File: config.mk
export PLATFORM = sky130hd
export DESIGN_NAME = audsample2fifo
export DESIGN_NICKNAME = d
export VERILOG_FILES = /design/src/rtl/audsample2fifo.sv
export SDC_FILE = /design/constraint.sdc
export NUM_CORES = 1
export LEC_CHECK = 0
export CORE_UTILIZATION = 57
export CTS_CLUSTER_DIAMETER = 100
export CTS_CLUSTER_SIZE = 25
export DETAILED_ROUTE_END_ITERATION = 8
export GPL_TIMING_DRIVEN = 0
export PLACE_DENSITY = 0.9
export SLEW_MARGIN = 40
export SYNTH_ARGS = -nofsm -noshare
export SYNTH_HDL_FRONTEND = slang
export SYNTH_SLANG_ARGS = --single-unit
File: constraint.sdc
create_clock -name clk -period 3.85 [get_ports clk]
set_input_delay 0.77 -clock clk [delete_from_list [all_inputs] [get_ports clk]]
set_output_delay 0.77 -clock clk [all_outputs]
set_load 0.005 [all_outputs]
File: src/rtl/audsample2fifo.sv
// audsample2fifo: packs DATA_WIDTH samples into FIFO words, lane 0 in the LSBs, with pad-on-flush
// Define AUDSAMPLE_SIGNED_IN_EN to accept two's-complement samples (MSB inverted to offset binary)
module audsample2fifo #(
    parameter int DATA_WIDTH = 8,
    parameter int FIFO_DATA_WIDTH = 32,
    parameter logic [DATA_WIDTH-1:0] PAD_VALUE = 8'h80,
    parameter int CNT_WIDTH = 16
) (
    input  logic                       clk,
    input  logic                       rst,
    input  logic [DATA_WIDTH-1:0]      s_data,
    input  logic                       s_valid,
    output logic                       s_ready,
    input  logic                       flush,
    input  logic                       fifo_full,
    output logic                       fifo_wr_en,
    output logic [FIFO_DATA_WIDTH-1:0] fifo_wr_data,
    output logic [CNT_WIDTH-1:0]       word_cnt,
    output logic                       busy
);
    localparam int LANES = FIFO_DATA_WIDTH / DATA_WIDTH;
    localparam int LW = LANES > 1 ? $clog2(LANES) : 1;
    localparam logic [LW-1:0] LAST = LW'(LANES - 1);

    logic [LW-1:0] lane, lane_acc;
    logic [FIFO_DATA_WIDTH-1:0] asm_q, asm_d, pad_word;
    logic [DATA_WIDTH-1:0] din;
    logic pend, flush_pend, acc, last, complete, do_flush;

`ifdef AUDSAMPLE_SIGNED_IN_EN
    assign din = {~s_data[DATA_WIDTH-1], s_data[DATA_WIDTH-2:0]};
`else
    assign din = s_data;
`endif

    assign last = lane == LAST;
    assign fifo_wr_en = pend & ~fifo_full & ~rst;
    // only the word-completing sample needs the out stage free
    assign s_ready = ~flush_pend & (~last | ~pend | ~fifo_full);
    assign acc = s_valid & s_ready;
    assign complete = acc & last;
    assign lane_acc = acc ? (last ? '0 : lane + LW'(1)) : lane;
    assign do_flush = flush_pend & (~pend | fifo_wr_en);
    assign busy = (lane != '0) | pend | flush_pend;

    always_comb begin
        asm_d = asm_q;
        if (acc) asm_d[int'(lane)*DATA_WIDTH +: DATA_WIDTH] = din;
        pad_word = asm_q;
        for (int k = 0; k < LANES; k++)
            if (k >= int'(lane)) pad_word[k*DATA_WIDTH +: DATA_WIDTH] = PAD_VALUE;
    end

    always_ff @(posedge clk) begin
        if (rst) begin
            lane <= '0;
            asm_q <= '0;
            pend <= 1'b0;
            flush_pend <= 1'b0;
            fifo_wr_data <= '0;
            word_cnt <= '0;
        end else begin
            asm_q <= asm_d;
            lane <= do_flush ? '0 : lane_acc;
            if (complete | do_flush) begin
                fifo_wr_data <= complete ? asm_d : pad_word;
                pend <= 1'b1;
            end else if (fifo_wr_en) begin
                pend <= 1'b0;
            end
            // lane_acc reflects a same-cycle accept, so a wrap to 0 leaves nothing to pad
            flush_pend <= ~do_flush & (flush_pend | (flush & (lane_acc != '0)));
            if (fifo_wr_en) word_cnt <= word_cnt + CNT_WIDTH'(1);
        end
    end
endmodule

==> metrics.txt, run 1 <==
status=complete, no violations; final hold viol count=0; delay-heaviest family, CP=buffers and inverters; share of the yosys chip area belonging to registers=0.450; CTS buffer count=9; Clock Pin Slew Worst Setup and Hold Paths=0.08 ns; die height=83.0 µm; pre-CTS setup slack=0.694 ns; Final setup viols=0; Seq cells post-synth=84; Cell Chain, Critical Path=clkdlybuf4s50_1 > clkinv_1 > and2_1 > clkdlybuf4s50_1; core area=6350 µm²; Post-synth EDFFs=0; CTS tree=yes; slowest CP cell=clkdlybuf4s50_1; Max Buffers Root-to-Sink=2; final wirelength=9170 µm; Max stage delay on crit path=0.59 ns; Max-Cap Viols=0; slew at the pin with the worst max-slew slack=0.812 ns; CP Launch Type=primary input; RSZ-0062 raised after global routing=false; setup_tns=0 ns; Setup Skew=0.00754 ns; first-pass GRT wire length=14900 µm; fmax=0.316 GHz; Syn Area/Cell=9.34 µm²; cell area power density=417 nW/µm²; Final period util=0.821; Synth Warn #=0; Sequential Area=1680 µm²; Post-CTS Setup Bufs=0; layout cells sized above 1=0.0689; critical path fanouts, max=10; CP required=3.08 ns; total track usage=0.274; antenna diode count=0; Synth async-reset ratio=0; drt pass-1 iters=4; Worst VDD drop=0.313 mV; Die Wd=83.0 µm; Hold Buf Count CTS=0; CTS sink count=84; Synth Net Count=420; crit path buf inv count=3; Clock Latency Late Sink=0.36 ns; most used cell, CP=clkdlybuf4s50_1; Fill cells=441; 1st-iter DRT viols=265; H-tree depth=3; root buffer cell=clkbuf_8; vias in the first global route=3003; Area Overhead vs Synth=25.3%; largest net degree at the start of global routing=14; drt drc=0; HPWL Detailed=6370 µm; final worst setup slack=0.687 ns; Tmin final=3.16 ns; Slew headroom=0.458; critical path arrival=2.39 ns; I/O pin count=64; Vias/cell=5.74; fin nets=494; die area=6880 µm²; hold_ws=0.466 ns; Cells after Synth=400; GPL Wtd Cong=0.849; drt wl/cell=16.5 µm; multi-input logic area=1880 µm²; row cnt=29; Yosys cell types=56; synthesized area=3740 µm²; via count=3193; IO Port Bufs=63; Crit Path Category=primary input to primary output; Setup crit end kind=primary output; Antenna Nets Post-Route=0; Leakage=1.64 nW; worst min path class=register to register; global-route congestion overflow total=0; dominant synthesized flop cell=dfxtp_1; initial antenna violation count=0; Initial Util=0.588; post-CTS sizing=0; Final Max Tran Viols=0
==> cell usage after synthesis, drive strengths merged, types with 2 or more instances <==
cell type / number / area [µm²]
dfxtp: 84 / 1680
nor2: 53 / 199
mux2i: 31 / 310
nand2: 28 / 105
inv: 22 / 82.6
and2: 19 / 119
o221ai: 14 / 123
clkbuf: 13 / 48.8
a21oi: 11 / 55.1
nor2b: 9 / 56.3
o2bb2ai: 8 / 70.1
buf: 7 / 35.0
ha: 7 / 87.6
nand3: 7 / 40.0
o21ai: 6 / 30.0
o31ai: 6 / 45.0
a221oi: 5 / 43.8
nand3b: 5 / 37.5
nor3: 5 / 36.3
or3: 5 / 36.3
xnor2: 5 / 43.8
a31oi: 4 / 25.0
mux2: 4 / 45.0
nor3b: 4 / 30.0
nor4bb: 4 / 46.3
or4: 4 / 30.0
nand2b: 3 / 18.8
nand4: 3 / 25.0
nor4b: 3 / 32.5
xor2: 3 / 26.3
and3: 2 / 17.5
nand4bb: 2 / 27.5
nor4: 2 / 12.5
or2: 2 / 12.5
or3b: 2 / 17.5
==> kinds of logic after synthesis <==
| kind of cell | after synthesis | synth area share |
|---|---|---|
| xor+xnor | 8 | 0.0188 |
| flops | 84 | 0.450 |
| simple gates | 165 | 0.252 |
| fa+ha+maj | 7 | 0.0234 |
| mux | 35 | 0.0951 |
| compound gates | 58 | 0.115 |
| buf+inv | 43 | 0.0455 |
==> sequential cells by signal, summed over array words and instances (netlist names) <==
register,flops
asm_q,32
fifo_wr_data,32
word_cnt,16
lane,2
flush_pend,1
pend,1
==> path summary, 6_finish.rpt <==
kind | from | end | slack (ns) | cells past startpoint
setup / recovery | rst | fifo_wr_en | 0.69 | 4
hold / removal | fifo_wr_data[24] | fifo_wr_data[24] | 0.47 | 1
setup reg to reg | lane[0] | fifo_wr_data[22] | 1.23 | 8
hold reg to reg | fifo_wr_data[24] | fifo_wr_data[24] | 0.47 | 1
==> worst register-to-register path, stage by stage, from the launching register on <==
cell and delay [ns]:
dfxtp_1 0.40, clkbuf_1 0.33, inv_1 0.15, ha_1 0.22, clkbuf_1 0.23, nor4b_1 0.71, and2_1 0.23, mux2i_1 0.10
o221ai_1 0.19
==> where the power goes <==
| group | internal, mW | switching (mW) | leakage [nW] |
|---|---|---|---|
| Sequential | 0.898 | 0.0293 | 0.678 |
| Clock | 0.383 | 0.311 | 0.107 |
| Combinational | 0.142 | 0.187 | 0.853 |
==> stage by stage <==
| stage | area [µm²] | instances | total power [mW] | util |
|---|---|---|---|---|
| floorplan | 3740 | 400 | 1.15 | - |
| global placement | 4460 | 540 | 1.26 | 0.703 |
| detailed placement | 4460 | 540 | 1.27 | 0.703 |
| CTS | 4680 | 556 | 1.95 | 0.737 |
| global route | 4680 | 556 | 2.03 | 0.737 |
| finish | 4680 | 556 | 1.95 | 0.737 |
==> per-layer routing <==
metal  track usage  vias to the layer above  part of all wire
met5             0                        -                 0
met2         0.457                      105              0.50
met4        0.0987                        0             0.011
met1         0.347                     1523              0.43
li1              -                     1554                 -
met3        0.0616                       11             0.065
==> layout by cell type, fill, tap and decap left out, types with 9 or more instances in the layout <==
cell type and instances:
a21oi_1 11, mux2i_1 31, nand2_1 28, inv_1 22
nor2_1 53, nor2b_1 9, clkdlybuf4s50_1 63, clkbuf_1 15
dfxtp_1 84, clkbuf_8 10, and2_1 19, o221ai_1 14
==> layout make-up <==
| class | count | area share |
|---|---|---|
| sequential | 84 | 0.359 |
| clock buffer | 12 | 0.0310 |
| timing repair buffer | 63 | 0.135 |
| buffer | 20 | 0.0179 |
| clock inverter | 4 | 0.0155 |
| inverter | 23 | 0.0184 |
| multi-input combinational | 273 | 0.403 |
| tap | 77 | 0.0206 |
No activity file was read; power rests on OpenSTA's default activity.
==> run 2, diff against run 1 <==
--- a/config.mk
+++ b/config.mk
@@ -5,12 +5,12 @@
 export SDC_FILE = /design/constraint.sdc
 export NUM_CORES = 1
 export LEC_CHECK = 0
-export CORE_UTILIZATION = 57
+export CORE_UTILIZATION = 53
 export CTS_CLUSTER_DIAMETER = 100
 export CTS_CLUSTER_SIZE = 25
 export DETAILED_ROUTE_END_ITERATION = 8
 export GPL_TIMING_DRIVEN = 0
-export PLACE_DENSITY = 0.9
+export PLACE_DENSITY = 0.85
 export SLEW_MARGIN = 40
 export SYNTH_ARGS = -nofsm -noshare
 export SYNTH_HDL_FRONTEND = slang
==> constraint.sdc (replaced) <==
create_clock -name clk -period 3.2 [get_ports clk]
set_input_delay 0.64 -clock clk [delete_from_list [all_inputs] [get_ports clk]]
set_output_delay 0.64 -clock clk [all_outputs]
set_load 0.005 [all_outputs]
==> run 2 against run 1 <==
Against the previous run: worst setup slack worse by 0.36 ns; flip-flop and latch count stayed put; global-route usage shrank 2.1 points; wire length is 1.8% lower; highest routed layer unchanged.
==> metrics.txt, run 2 (synthesis gave the netlist of run 1 again) <==
CP required=2.56 ns; combinational group share of total power=0.174; row cnt=30; Setup crit end kind=primary output; Leakage=1.63 nW; Setup Skew=0.0102 ns; hold_ws=0.467 ns; Crit Path Category=primary input to primary output; largest net degree at the start of global routing=15; I/O pin count=64; die area=7390 µm²; slowest CP cell=clkdlybuf4s50_1; worst min path class=register to register; Clock Pin Slew Worst Setup and Hold Paths=0.08 ns; drt pass-1 iters=5; total track usage=0.252; critical path arrival=2.24 ns; Max Buffers Root-to-Sink=2; capture point of the worst reg-to-reg path=fifo_wr_data[22]; HPWL Detailed=6430 µm; first-pass GRT wire length=14500 µm; Hold Startpoint=asm_q[11]; Post-CTS Setup Bufs=0; FF-to-FF path depth=8; die height=86.0 µm; via count=3188; GPL Wtd Cong=0.857; P_int=1.61 mW; drt wl/cell=15.7 µm; Area Overhead vs Synth=25.2%; Max-Cap Viols=0; crit path buf inv count=3; Initial Util=0.550; Hold Buf Count CTS=0; H-tree depth=3; setup_tns=0 ns; Clock power frac=0.329; hold path depth=2; global-route congestion overflow total=0; NetSw=0.638 mW; CP Depth=4; critical path fanouts, max=10; initial antenna violation count=0; Clock Latency Late Sink=0.36 ns; root buffer cell=clkbuf_8; sw frac=0.284; RSZ-0062 raised after global routing=false; 1st-iter DRT viols=172; CTS tree=yes; antenna diode count=0; fmax=0.348 GHz; IO Port Bufs=63; fin nets=494; Final period util=0.899; Final Max Tran Viols=0; final wirelength=9000 µm; CTS sink count=84; FF-to-FF Start=lane[0]; CP Launch Type=primary input; status=complete, no violations; cell area power density=481 nW/µm²; Slew headroom=0.489; reg2reg setup slack=0.64 ns; most used cell, CP=clkdlybuf4s50_1; Cell Chain, Critical Path=clkdlybuf4s50_1 > clkinv_1 > and2_1 > clkdlybuf4s50_1; Tmin final=2.88 ns; hold endpoint=fifo_wr_data[11]; highest-count cells in the layout ignoring fill and taps=dfxtp_1 (84), clkdlybuf4s50_1 (63), nor2_1 (53); drt drc=0; slew at the pin with the worst max-slew slack=0.764 ns; Worst VDD drop=0.292 mV; core area=6790 µm²; delay-heaviest family, CP=buffers and inverters; vias in the first global route=3036; layout cells sized above 1=0.0711; most common cell after layout, fill and taps aside=dfxtp_1; Die Wd=86.0 µm; Antenna Nets Post-Route=0; final hold viol count=0; Max stage delay on crit path=0.58 ns; CTS buffer count=9; Reg power frac=0.497; Final setup viols=0; Vias/cell=5.55; Largest regs=asm_q x32, fifo_wr_data x32, word_cnt x16; post-CTS sizing=0
## run 2: worst min-delay path: cells and delay by family, from the launching register on
family	cells	cell delay [ns]
simple gates	1	0.05
flops	1	0.33
compound gates	1	0.05
## run 2: cell type report
type,instances,area (µm²)
Buffer,20,83.8
Clock buffer,9,124
Clock inverter,6,65.1
Fill cell,533,2120
Inverter,23,86.3
Multi-Input combinational cell,273,1880
Sequential cell,84,1680
Tap cell,96,120
Timing Repair Buffer,63,631
## run 2: metrics by stage
stage                     cells   util  setup WS, ns  power [mW]  instance area, µm²
after CTS                   574  0.688         0.331        2.25                4680
after global placement      559  0.660         0.325        1.52                4490
after floorplan             400      -          1.03        1.38                3740
final                       574  0.688         0.324        2.25                4680
after global routing        574  0.688         0.205        2.33                4680
after detailed placement    559  0.660         0.316        1.53                4490
## run 2: routing by layer
metal,part of all wire,up-vias,track usage
li1,-,1554,-
met1,0.44,1532,0.313
met2,0.49,78,0.419
met3,0.039,24,0.0404
met4,0.029,0,0.138
met5,0,-,0
## run 2: how the worst max path moves through the flow
stage,startpoint,to
after detailed placement,rst,asm_q[7]
after CTS,rst,fifo_wr_en
after global routing,rst,fifo_wr_en
final,rst,fifo_wr_en
after floorplan,lane[0],fifo_wr_data[23]
after global placement,rst,fifo_wr_en
## run 2: power groups by stage
stage / Combinational [mW] / Sequential [mW] / Clock (mW)
after CTS: 0.389 / 1.12 / 0.748
after detailed placement: 0.386 / 1.14 / 0
final: 0.392 / 1.12 / 0.740
after global placement: 0.379 / 1.14 / 0
after global routing: 0.423 / 1.12 / 0.788
after floorplan: 0.248 / 1.13 / 0
==> run 3, diff against run 2 <==
--- a/config.mk
+++ b/config.mk
@@ -6,7 +6,6 @@
 export NUM_CORES = 1
 export LEC_CHECK = 0
 export CORE_UTILIZATION = 53
-export CTS_CLUSTER_DIAMETER = 100
 export CTS_CLUSTER_SIZE = 25
 export DETAILED_ROUTE_END_ITERATION = 8
 export GPL_TIMING_DRIVEN = 0
==> results of run 3 <==
Final layout, timing and power as in run 2 (identical DEF).
